$ cat config.mk
export PLATFORM = sky130hd
export DESIGN_NAME = shift_arbiter
export DESIGN_NICKNAME = d
export VERILOG_FILES = /design/src/rtl/shift_arbiter.sv
export SDC_FILE = /design/constraint.sdc
export NUM_CORES = 1
export LEC_CHECK = 0
export BUFFER_PORTS_ARGS = -buffer_cell sky130_fd_sc_hd__buf_2
export CAP_MARGIN = 20
export CORE_ASPECT_RATIO = 1.5
export CORE_MARGIN = 3
export CORE_UTILIZATION = 38
export CTS_CLUSTER_DIAMETER = 200
export DETAILED_ROUTE_END_ITERATION = 10
export PLACE_DENSITY = 0.81
export SYNTH_ARGS = -nofsm -noshare
export SYNTH_HDL_FRONTEND = slang
export SYNTH_SLANG_ARGS = --single-unit
$ cat constraint.sdc
create_clock -name clk -period 3 [get_ports clk]
set_input_delay 0.3 -clock clk [delete_from_list [all_inputs] [get_ports clk]]
set_output_delay 0.3 -clock clk [all_outputs]
set_load 0.01 [all_outputs]
$ cat src/rtl/shift_arbiter.sv
// Round-robin arbiter sharing one registered 8-bit barrel shifter among N_REQ
// requesters, with per-requester response slots.
// Optional build macro: SHIFT_ARB_STATS_EN adds saturating per-requester grant
// counters (stat_clr / stat_grant_cnt ports).
module shift_arbiter #(
    parameter int unsigned N_REQ = 4
) (
    input  logic                 clk,
    input  logic                 rst,
    input  logic [N_REQ-1:0]     req_valid,
    output logic [N_REQ-1:0]     req_ready,
    input  logic [N_REQ*8-1:0]   req_data,
    input  logic [N_REQ*3-1:0]   req_shamt,
    input  logic [N_REQ-1:0]     req_dir,
    input  logic [N_REQ-1:0]     req_arith,
    output logic [N_REQ-1:0]     resp_valid,
    input  logic [N_REQ-1:0]     resp_ready,
    output logic [N_REQ*8-1:0]   resp_data,
    output logic [7:0]           sh_in_1,
    output logic [2:0]           sh_shamt,
    output logic                 sh_L_R,
    output logic                 sh_A_L,
    output logic                 sh_in_valid,
    input  logic [7:0]           sh_out_1,
    input  logic                 sh_out_valid
`ifdef SHIFT_ARB_STATS_EN
    ,
    input  logic                 stat_clr,
    output logic [N_REQ*16-1:0]  stat_grant_cnt
`endif
);

    localparam int unsigned DATA_W = 8;
    localparam int unsigned SH_W   = 3;
    localparam int unsigned TAG_W  = (N_REQ > 1) ? $clog2(N_REQ) : 1;

    logic [TAG_W-1:0] rr_ptr;
    logic [TAG_W-1:0] tag_q;
    logic             tag_v_q;
    logic [N_REQ-1:0] grant_q;
    logic [N_REQ-1:0] eligible;
    logic [N_REQ-1:0] grant;
    logic [TAG_W-1:0] grant_idx;
    logic             found;

    function automatic logic [TAG_W-1:0] wrap_idx(input int unsigned v);
        return TAG_W'(v % N_REQ);
    endfunction

    // A requester may issue only with its slot empty and no op in the shifter.
    assign eligible = req_valid & ~resp_valid & ~grant_q & {N_REQ{~rst}};

    // Round-robin search starting at rr_ptr.
    always_comb begin
        grant     = '0;
        grant_idx = '0;
        found     = 1'b0;
        for (int unsigned k = 0; k < N_REQ; k++) begin
            if (!found && eligible[wrap_idx(32'(rr_ptr) + k)]) begin
                found     = 1'b1;
                grant_idx = wrap_idx(32'(rr_ptr) + k);
            end
        end
        if (found) begin
            grant[grant_idx] = 1'b1;
        end
    end

    assign req_ready = grant;

    // Steer the granted requester's operands onto the shifter; idle drives zero.
    always_comb begin
        sh_in_valid = found;
        sh_in_1     = '0;
        sh_shamt    = '0;
        sh_L_R      = 1'b0;
        sh_A_L      = 1'b0;
        if (found) begin
            sh_in_1  = req_data[32'(grant_idx)*DATA_W +: DATA_W];
            sh_shamt = req_shamt[32'(grant_idx)*SH_W +: SH_W];
            sh_L_R   = req_dir[grant_idx];
            sh_A_L   = req_arith[grant_idx];
        end
    end

    // Pointer advance and tag pipeline matching the shifter's one-cycle latency.
    always_ff @(posedge clk) begin
        if (rst) begin
            rr_ptr  <= '0;
            tag_q   <= '0;
            tag_v_q <= 1'b0;
            grant_q <= '0;
        end else begin
            tag_q   <= grant_idx;
            tag_v_q <= found;
            grant_q <= grant;
            if (found) begin
                rr_ptr <= wrap_idx(32'(grant_idx) + 32'd1);
            end
        end
    end

    // Response slots: drain on handshake, fill from the tagged shifter result.
    always_ff @(posedge clk) begin
        if (rst) begin
            resp_valid <= '0;
            resp_data  <= '0;
        end else begin
            for (int i = 0; i < int'(N_REQ); i++) begin
                if (resp_valid[i] && resp_ready[i]) begin
                    resp_valid[i] <= 1'b0;
                end
            end
            if (sh_out_valid && tag_v_q) begin
                resp_valid[tag_q]                       <= 1'b1;
                resp_data[32'(tag_q)*DATA_W +: DATA_W]  <= sh_out_1;
            end
        end
    end

    // A shifter result with no tag in flight indicates a broken shifter hookup.
    a_no_orphan_result: assert property (@(posedge clk) disable iff (rst)
        sh_out_valid |-> tag_v_q);

`ifdef SHIFT_ARB_STATS_EN
    // Saturating per-requester grant counters; clear beats increment.
    always_ff @(posedge clk) begin
        if (rst || stat_clr) begin
            stat_grant_cnt <= '0;
        end else begin
            for (int i = 0; i < int'(N_REQ); i++) begin
                if (grant[i] && stat_grant_cnt[i*16 +: 16] != 16'hFFFF) begin
                    stat_grant_cnt[i*16 +: 16] <= stat_grant_cnt[i*16 +: 16] + 16'd1;
                end
            end
        end
    end
`endif

endmodule

==> results of run 1 <==
flip-flops by register name, indices dropped and copies added (netlist names):
register / cells
grant_q: 4
resp_data: 32
resp_valid: 4
rr_ptr: 2
tag_q: 2
tag_v_q: 1
cell type report:
type	count	area [sq um]	area share, %
multi-input cells	168	1200	40.2
flip-flops and latches	45	901	30.2
repair buffers	129	658	22.1
well taps	70	87.6	2.94
clock buffers	5	68.8	2.31
clock inverters	3	46.3	1.55
inverters	6	22.5	0.755
kinds of logic (layout without fill, tap and decap cells):
logic type,Yosys count,after routing,synth area share [%]
AOI/OAI and AO/OA,84,84,29.1
adders and majority gates,12,12,6.77
buffers and inverters,22,143,5.30
DFF,45,45,40.6
muxes,2,2,0.903
and+or+nand+nor,70,70,17.3
synthesized netlist by cell type:
| library cell | n | area [sq um] |
|---|---|---|
| buf_4 | 2 | 15.0 |
| buf_2 | 4 | 20.0 |
| nor3_1 | 1 | 5.00 |
| o21ai_0 | 1 | 5.00 |
| nand4_1 | 2 | 12.5 |
| inv_1 | 6 | 22.5 |
| a221oi_2 | 5 | 75.1 |
| a22oi_1 | 45 | 338 |
| nor4bb_1 | 1 | 10.0 |
| a22oi_2 | 1 | 12.5 |
| nor4b_2 | 3 | 45.0 |
| o22a_1 | 2 | 17.5 |
| and2_1 | 9 | 56.3 |
| dfxtp_1 | 45 | 901 |
| a21oi_1 | 17 | 85.1 |
| or4b_4 | 1 | 13.8 |
| nand3_1 | 1 | 5.00 |
| or4b_2 | 1 | 10.0 |
| clkbuf_1 | 7 | 26.3 |
| nor4b_1 | 2 | 17.5 |
| buf_6 | 3 | 33.8 |
| nand2_1 | 4 | 15.0 |
| o21a_1 | 1 | 7.51 |
| nor2b_1 | 4 | 25.0 |
| mux2i_1 | 2 | 20.0 |
| ha_1 | 12 | 150 |
| or4b_1 | 2 | 20.0 |
| nor4_1 | 1 | 6.26 |
| nor2_1 | 38 | 143 |
| o211ai_1 | 2 | 15.0 |
| o21ai_2 | 1 | 8.76 |
| a221oi_1 | 8 | 70.1 |
| o211a_1 | 1 | 10.0 |
worst min-delay path, stage by stage:
cell and delay [ns]:
buf_2 0.11, a22oi_1 0.07, nor2_1 0.07
where the power goes:
part	switching [mW]	internal [mW]	total, mW
sequential	0.0357	0.635	0.671
combinational	0.346	0.252	0.598
clock	0.201	0.249	0.450
total	0.582	1.14	1.72
per-stage QoR:
step | utilization, % | power (mW) | instances | cell area (sq um)
after CTS | 53.5 | 1.73 | 426 | 2980
after global routing | 53.5 | 1.83 | 426 | 2980
final | 53.5 | 1.72 | 426 | 2980
after detailed placement | 51.4 | 1.29 | 418 | 2870
after floorplan | - | 1.09 | 235 | 2220
after global placement | 51.4 | 1.27 | 418 | 2870
routing by layer:
layer	GRT usage, %	vias to the layer above	wire, um
met1	18.7	1055	2370
met2	35.5	123	3350
li1	-	1124	-
met3	3.05	5	507
met5	0	-	0
met4	5.21	0	70
worst max-delay path by stage:
stage	startpoint	endpoint	slack, ns	cells after the start
2_1_floorplan	rst	req_ready[0]	0.61	9
3_3_place_gp	rst	sh_in_1[4]	0.40	8
3_5_place_dp	rst	sh_shamt[0]	0.36	8
4_1_cts	resp_valid[0]$_SDFF_PP0_	sh_shamt[0]	0.21	7
6_report	resp_valid[0]$_SDFF_PP0_	sh_shamt[0]	0.22	7
5_1_grt	resp_valid[1]$_SDFF_PP0_	sh_shamt[2]	0.1	7
==> out/summary.txt, run 1 <==
run status = finished clean
PD cells = 576 nW/um^2
Warnings, synthesis = 0
hold slack = 0.300 ns
Rows = 33
f_max = 359 MHz
HPWL after DPL = 5.01 mm
Leakage = 1.43 nW
Iter 0 DRT Violations = 144
grt ovf = 0
Hold Buf Count CTS = 0
most frequent cells in the layout = buf_2, a22oi_1, dfxtp_1
clock slew seen by the registers of the worst setup and hold paths = 0.09 ns
reg2reg setup slack = 0.73 ns
Hold Violations, Final = 0
GPL Wtd Cong = 0.835
H-Tree Depth = 2
Critical Path AT = 2.48 ns
Syn Area/Cell = 9.43 sq um
Fin Setup TNS = 0 ns
Die Width = 68.4 um
postcts setup bufs = 0
CTS max path bufs = 2
Synth Cell Area = 2220 sq um
Final WS setup = 0.218 ns
Syn Inst Count = 235
first-pass GRT wire length = 9.56 mm
Cell Chain, Critical Path = or4b_4 > o211a_1 > o22a_1 > buf_4 > a221oi_1 > a21oi_1 > buf_2
clk_skew = 0.00551 ns
Max IR drop VDD = 0.000332 V
Root Driver = clkbuf_8
drt total wl = 6.30 mm
Final period util = 92.7%
reg2reg path depth = 7
Final Max Tran Viols = 0
Max-slew headroom = 48.7%
I/O Pins = 125
register area share after synthesis = 40.6%
post-DR vias/cell = 5.42
Place WS = 0.361 ns
Period minus WS final = 2.78 ns
measured slew at the worst slew-check pin = 0.768 ns
Netlist cell types = 33
Worst EP required = 2.70 ns
share of cells above drive strength 1 = 41.9%
Final #Nets = 438
Min-Delay Endpoint = resp_data[0]$_SDFFE_PP0P_
post-synthesis net count = 318
CP Max Fanout = 27
n_diodes = 0
total core area = 5570 sq um
slowest CP cell = or4b_4
Max Cap Viol = 0
crit path launch type = register
pin count of the biggest net entering global routing = 36
TritonCTS clock tree = done
Die Y = 99.6 um
Initial Utilization = 39.8%
worst r2r src = resp_valid[3]$_SDFF_PP0_
DIE AREA = 6810 sq um
register bit count reported by yosys = 45
total number of vias = 2307
# fillers = 510
# clock sinks = 45
hold path depth = 3
Num CTS Buffers = 5
most common cell after layout, fill and taps aside = buf_2
Top Family by Delay on Critical Path = compound AO/OA/AOI/OAI gates
gr usage total = 18.2%
RR Endpoint = rr_ptr[1]$_SDFFE_PP0P_
vias in the first global route = 2135
drt first pass iters = 4
DRC violations left = 0
Area Growth Syn to Fin = 34.5%
Worst setup EP type = primary output
RSZ-0062 raised after global routing = no
Resized Gates After CTS = 0
remaining antenna violation count after routing = 0
routed len/inst = 14.8 um
Buffers & Inverters on Critical Path = 2
Buffers on Ports = 124
Clk Latency, worst-skew pair = 0.29 ns
hold crit path type = input port to register
Setup Crit Path Kind = register to primary output
setup violators final = 0
hold_sp = sh_out_1[0]
initial antenna violation count = 0
CP peak stage delay = 0.52 ns
(Power assumes the default switching activity.)
==> run 2, diff against run 1 <==
==> constraint.sdc (replaced) <==
create_clock -name clk -period 3 [get_ports clk]
set_input_delay 0.15 -clock clk [delete_from_list [all_inputs] [get_ports clk]]
set_output_delay 0.15 -clock clk [all_outputs]
set_load 0.01 [all_outputs]
==> out/summary.txt, run 2 (synthesis results as in run 1) <==
run status = finished clean
hold path depth = 3
measured slew at the worst slew-check pin = 0.781 ns
drt first pass iters = 4
pin count of the biggest net entering global routing = 34
Num CTS Buffers = 5
RR Endpoint = rr_ptr[1]$_SDFFE_PP0P_
Area Growth Syn to Fin = 35.6%
Die Y = 99.6 um
GPL Wtd Cong = 0.758
Root Driver = clkbuf_8
clock slew seen by the registers of the worst setup and hold paths = 0.09 ns
DIE AREA = 6810 sq um
Buffers on Ports = 124
Worst setup EP type = primary output
remaining antenna violation count after routing = 0
first-pass GRT wire length = 9.60 mm
Setup Crit Path Kind = register to primary output
Place WS = 0.564 ns
Finished Layout Cells = 426
Final period util = 89.7%
drt total wl = 6.26 mm
most common cell after layout, fill and taps aside = buf_2
Largest regs = resp_data: 32 flops, grant_q: 4 flops, resp_valid: 4 flops
Critical Path AT = 2.54 ns
Clk Latency, worst-skew pair = 0.30 ns
Top reg by flops = resp_data
CP Max Fanout = 30
hold crit path type = input port to register
HPWL after DPL = 4.94 mm
Worst EP required = 2.85 ns
Die Width = 68.4 um
Hold Violations, Final = 0
reg2reg setup slack = 0.66 ns
TritonCTS clock tree = done
f_max = 372 MHz
post-DR vias/cell = 5.31
grt ovf = 0
Logic pwr share = 33.0%
Final #Nets = 438
initial antenna violation count = 0
Resized Gates After CTS = 0
share of total power in the clock network = 30.1%
Initial Utilization = 39.8%
RSZ-0062 raised after global routing = no
Sequential Power Share = 36.8%
share of cells above drive strength 1 = 41.9%
DRC violations left = 0
routed len/inst = 14.7 um
Final WS setup = 0.309 ns
vias in the first global route = 2126
total core area = 5570 sq um
gr usage total = 18.3%
Rows = 33
H-Tree Depth = 2
Iter 0 DRT Violations = 142
Hold Buf Count CTS = 0
hold_sp = sh_out_1[1]
Period minus WS final = 2.69 ns
worst r2r src = resp_valid[2]$_SDFF_PP0_
Max Cap Viol = 0
Final Max Tran Viols = 0
n_diodes = 0
I/O Pins = 125
Fin Setup TNS = 0 ns
crit path launch type = register
Pint = 1.22 mW
Max IR drop VDD = 0.000354 V
# clock sinks = 45
setup violators final = 0
Largest register FFs = 32
PD cells = 605 nW/um^2
reg2reg path depth = 8
most frequent cells in the layout = buf_2, a22oi_1, dfxtp_1
total number of vias = 2262
Min-Delay Endpoint = resp_data[17]$_SDFFE_PP0P_
Core Util, Final = 53.9%
clk_skew = 0.00763 ns
Inst Count DP = 418
postcts setup bufs = 0
switching power = 594 uW
CTS max path bufs = 2
Sw Ratio = 32.7%
Max-slew headroom = 47.8%
Leakage = 1.44 nW
==> run 2: changes by cell type in the layout (fill, tap and decap cells not counted), sizes merged <==
cell / before / now
inv: 6 / 7
bufinv: 1 / 2
clkinvlp: 1 / 0
clkinv: 1 / 0
==> run 2: final cells by class <==
cell class                      instances  area [sq um]
Multi-Input combinational cell        168          1200
Sequential cell                        45           901
Timing Repair Buffer                  129           658
Clock inverter                          3          68.8
Clock buffer                            5          68.8
Inverter                                6          22.5
Tap cell                               70          87.6
Fill cell                             497          2570
==> run 2: power by group through the flow <==
stage	combinational (mW)	sequential, mW	clock [mW]
floorplan	0.407	0.683	0
global placement	0.592	0.681	0
detailed placement	0.604	0.683	0
CTS	0.608	0.669	0.553
global route	0.668	0.677	0.581
finish	0.600	0.669	0.547
==> run 2: critical path, cell delays in order, from the launching register on <==
cell,delay [ns]
dfxtp_1,0.34
nor4b_1,0.53
mux2i_1,0.19
o211ai_1,0.19
buf_4,0.34
inv_1,0.15
ha_1,0.22
and2_1,0.14
buf_2,0.14
==> run 2: how the worst max path moves through the flow <==
stage / start / to / slack (ns) / cells past startpoint
after floorplan: resp_valid[1]$_SDFF_PP0_ / rr_ptr[1]$_SDFFE_PP0P_ / 0.86 / 9
after global placement: rst / req_ready[1] / 0.65 / 9
after detailed placement: rst / req_ready[0] / 0.56 / 9
after CTS: resp_valid[2]$_SDFF_PP0_ / req_ready[3] / 0.27 / 8
after global routing: resp_valid[2]$_SDFF_PP0_ / req_ready[3] / 0.008 / 8
final: resp_valid[2]$_SDFF_PP0_ / req_ready[3] / 0.31 / 8
==> run 2: per-layer routing <==
layer | part of all wire (%) | GRT usage [%]
met3 | 8.1 | 3.50
met5 | 0 | 0
met1 | 38 | 19.0
met4 | 1.5 | 6.43
met2 | 53 | 34.6
==> run 2: stage by stage <==
stage	total power, mW	hold slack, ns	cell area [sq um]
3_5_place_dp	1.29	0.449	2870
3_3_place_gp	1.27	0.446	2870
2_1_floorplan	1.09	0.298	2220
5_1_grt	1.93	0.150	3010
6_report	1.82	0.145	3010
4_1_cts	1.83	0.142	3010
==> run 3, diff against run 2 <==
--- a/config.mk
+++ b/config.mk
@@ -12,6 +12,7 @@
 export CORE_UTILIZATION = 38
 export CTS_CLUSTER_DIAMETER = 200
 export DETAILED_ROUTE_END_ITERATION = 10
+export MAX_ROUTING_LAYER = met4
 export PLACE_DENSITY = 0.81
 export SYNTH_ARGS = -nofsm -noshare
 export SYNTH_HDL_FRONTEND = slang
==> out/summary.txt, run 3 (synthesis results as in run 1) <==
Max-slew headroom = 46.3%
HPWL after DPL = 4.94 mm
Min-Delay Endpoint = resp_data[17]$_SDFFE_PP0P_
clock slew seen by the registers of the worst setup and hold paths = 0.09 ns
total core area = 5570 sq um
drt first pass iters = 4
Die Width = 68.4 um
PD cells = 604 nW/um^2
Area Growth Syn to Fin = 35.6%
CP Max Fanout = 30
CP peak stage delay = 0.53 ns
Fin Setup TNS = 0 ns
vias in the first global route = 2128
hold crit path type = input port to register
initial antenna violation count = 0
# clock sinks = 45
TritonCTS clock tree = done
register area = 901 sq um
clk_skew = 0.00746 ns
Hold Buf Count CTS = 0
hold slack = 0.149 ns
DIE AREA = 6810 sq um
GRT busiest layer = met2
pin count of the biggest net entering global routing = 34
Resized Gates After CTS = 0
Root Driver = clkbuf_8
Final period util = 89.8%
reg2reg setup slack = 0.65 ns
Leakage = 1.44 nW
worst r2r src = resp_valid[2]$_SDFF_PP0_
GPL Wtd Cong = 0.768
RR Endpoint = rr_ptr[1]$_SDFFE_PP0P_
Worst setup EP type = primary output
share of cells above drive strength 1 = 41.9%
Num CTS Buffers = 5
hold path depth = 3
Place WS = 0.564 ns
Worst EP required = 2.85 ns
postcts setup bufs = 0
Final WS setup = 0.307 ns
H-Tree Depth = 2
Top reg by flops = resp_data
Hold Violations, Final = 0
f_max = 371 MHz
remaining antenna violation count after routing = 0
grt ovf = 0
reg2reg path depth = 8
GR Util met1 = 19.6%
drt total wl = 6.28 mm
RSZ-0062 raised after global routing = no
Cell Chain, Critical Path = nor4b_1 > mux2i_1 > o211ai_1 > buf_4 > inv_1 > ha_1 > and2_1 > buf_2
routed len/inst = 14.7 um
measured slew at the worst slew-check pin = 0.803 ns
Pwr Total = 1.82 mW
slowest CP cell = nor4b_1
Clk Latency, worst-skew pair = 0.29 ns
run status = finished clean
setup violators final = 0
Core Util, Final = 53.9%
most frequent cells in the layout = buf_2, a22oi_1, dfxtp_1
Critical Path AT = 2.54 ns
post-DR vias/cell = 5.32
Period minus WS final = 2.69 ns
most common cell after layout, fill and taps aside = buf_2
Top Family by Delay on Critical Path = simple AND/OR/NAND/NOR gates
total number of vias = 2265
first-pass GRT wire length = 9.61 mm
M3 GR Usage = 2.49%
Final #Nets = 438
crit path launch type = register
Buffers & Inverters on Critical Path = 3
# fillers = 497
multi-input logic area = 1200 sq um
Setup Crit Path Kind = register to primary output
Initial Utilization = 39.8%
Largest register FFs = 32
Iter 0 DRT Violations = 150
GR Layer Usage met2 = 34.7%
DRC violations left = 0
gr usage total = 18.8%
hold_sp = sh_out_1[1]
Die Y = 99.6 um
I/O Pins = 125
Max Cap Viol = 0
Buffers on Ports = 124
Max IR drop VDD = 0.000355 V
n_diodes = 0
Rows = 33
Final Max Tran Viols = 0
CTS max path bufs = 2
Largest regs = resp_data: 32 flops, grant_q: 4 flops, resp_valid: 4 flops
==> run 3: cell counts in the layout (fill, tap and decap cells not counted) <==
Identical to the previous run, type by type.
==> run 3: final cells by class <==
cell class,instances,share of cell area (%)
timing repair buffer,129,21.9
clock buffer,5,2.29
tap,70,2.91
sequential,45,30.0
inverter,6,0.749
clock inverter,3,2.29
multi-input combinational,168,39.9
==> run 3: worst max-delay path by stage <==
stage	startpoint	to	slack [ns]	cells after the start
global route	resp_valid[2]$_SDFF_PP0_	req_ready[3]	0.009	8
finish	resp_valid[2]$_SDFF_PP0_	req_ready[3]	0.31	8
floorplan	resp_valid[1]$_SDFF_PP0_	rr_ptr[1]$_SDFFE_PP0P_	0.86	9
global placement	rst	req_ready[1]	0.65	9
CTS	resp_valid[2]$_SDFF_PP0_	req_ready[3]	0.27	8
detailed placement	rst	req_ready[0]	0.56	9
==> run 3: per-layer routing <==
| layer | vias to the layer above | wire, um |
|---|---|---|
| li1 | 1123 | - |
| met1 | 1019 | 2440 |
| met2 | 119 | 3330 |
| met3 | 4 | 460 |
| met4 | 0 | 53 |
| met5 | - | 0 |
==> run 3: through the flow <==
stage / cell area, sq um / cells
5_1_grt: 3010 / 426
6_report: 3010 / 426
2_1_floorplan: 2220 / 235
3_5_place_dp: 2870 / 418
4_1_cts: 3010 / 426
3_3_place_gp: 2870 / 418
==> run 3: report_power, final <==
group | internal (mW) | leakage (nW) | switching [mW]
Sequential | 0.635 | 0.365 | 0.0339
Combinational | 0.252 | 1.01 | 0.350
Clock | 0.335 | 0.0687 | 0.210
Total | 1.22 | 1.44 | 0.593
==> run 3: worst reg2reg max path, stage by stage, from the launching register on <==
cell      delay, ns
dfxtp_1        0.34
nor4b_1        0.53
mux2i_1        0.19
o211ai_1       0.19
buf_4          0.34
inv_1          0.16
ha_1           0.30
mux2i_1        0.14
nor2_1         0.05
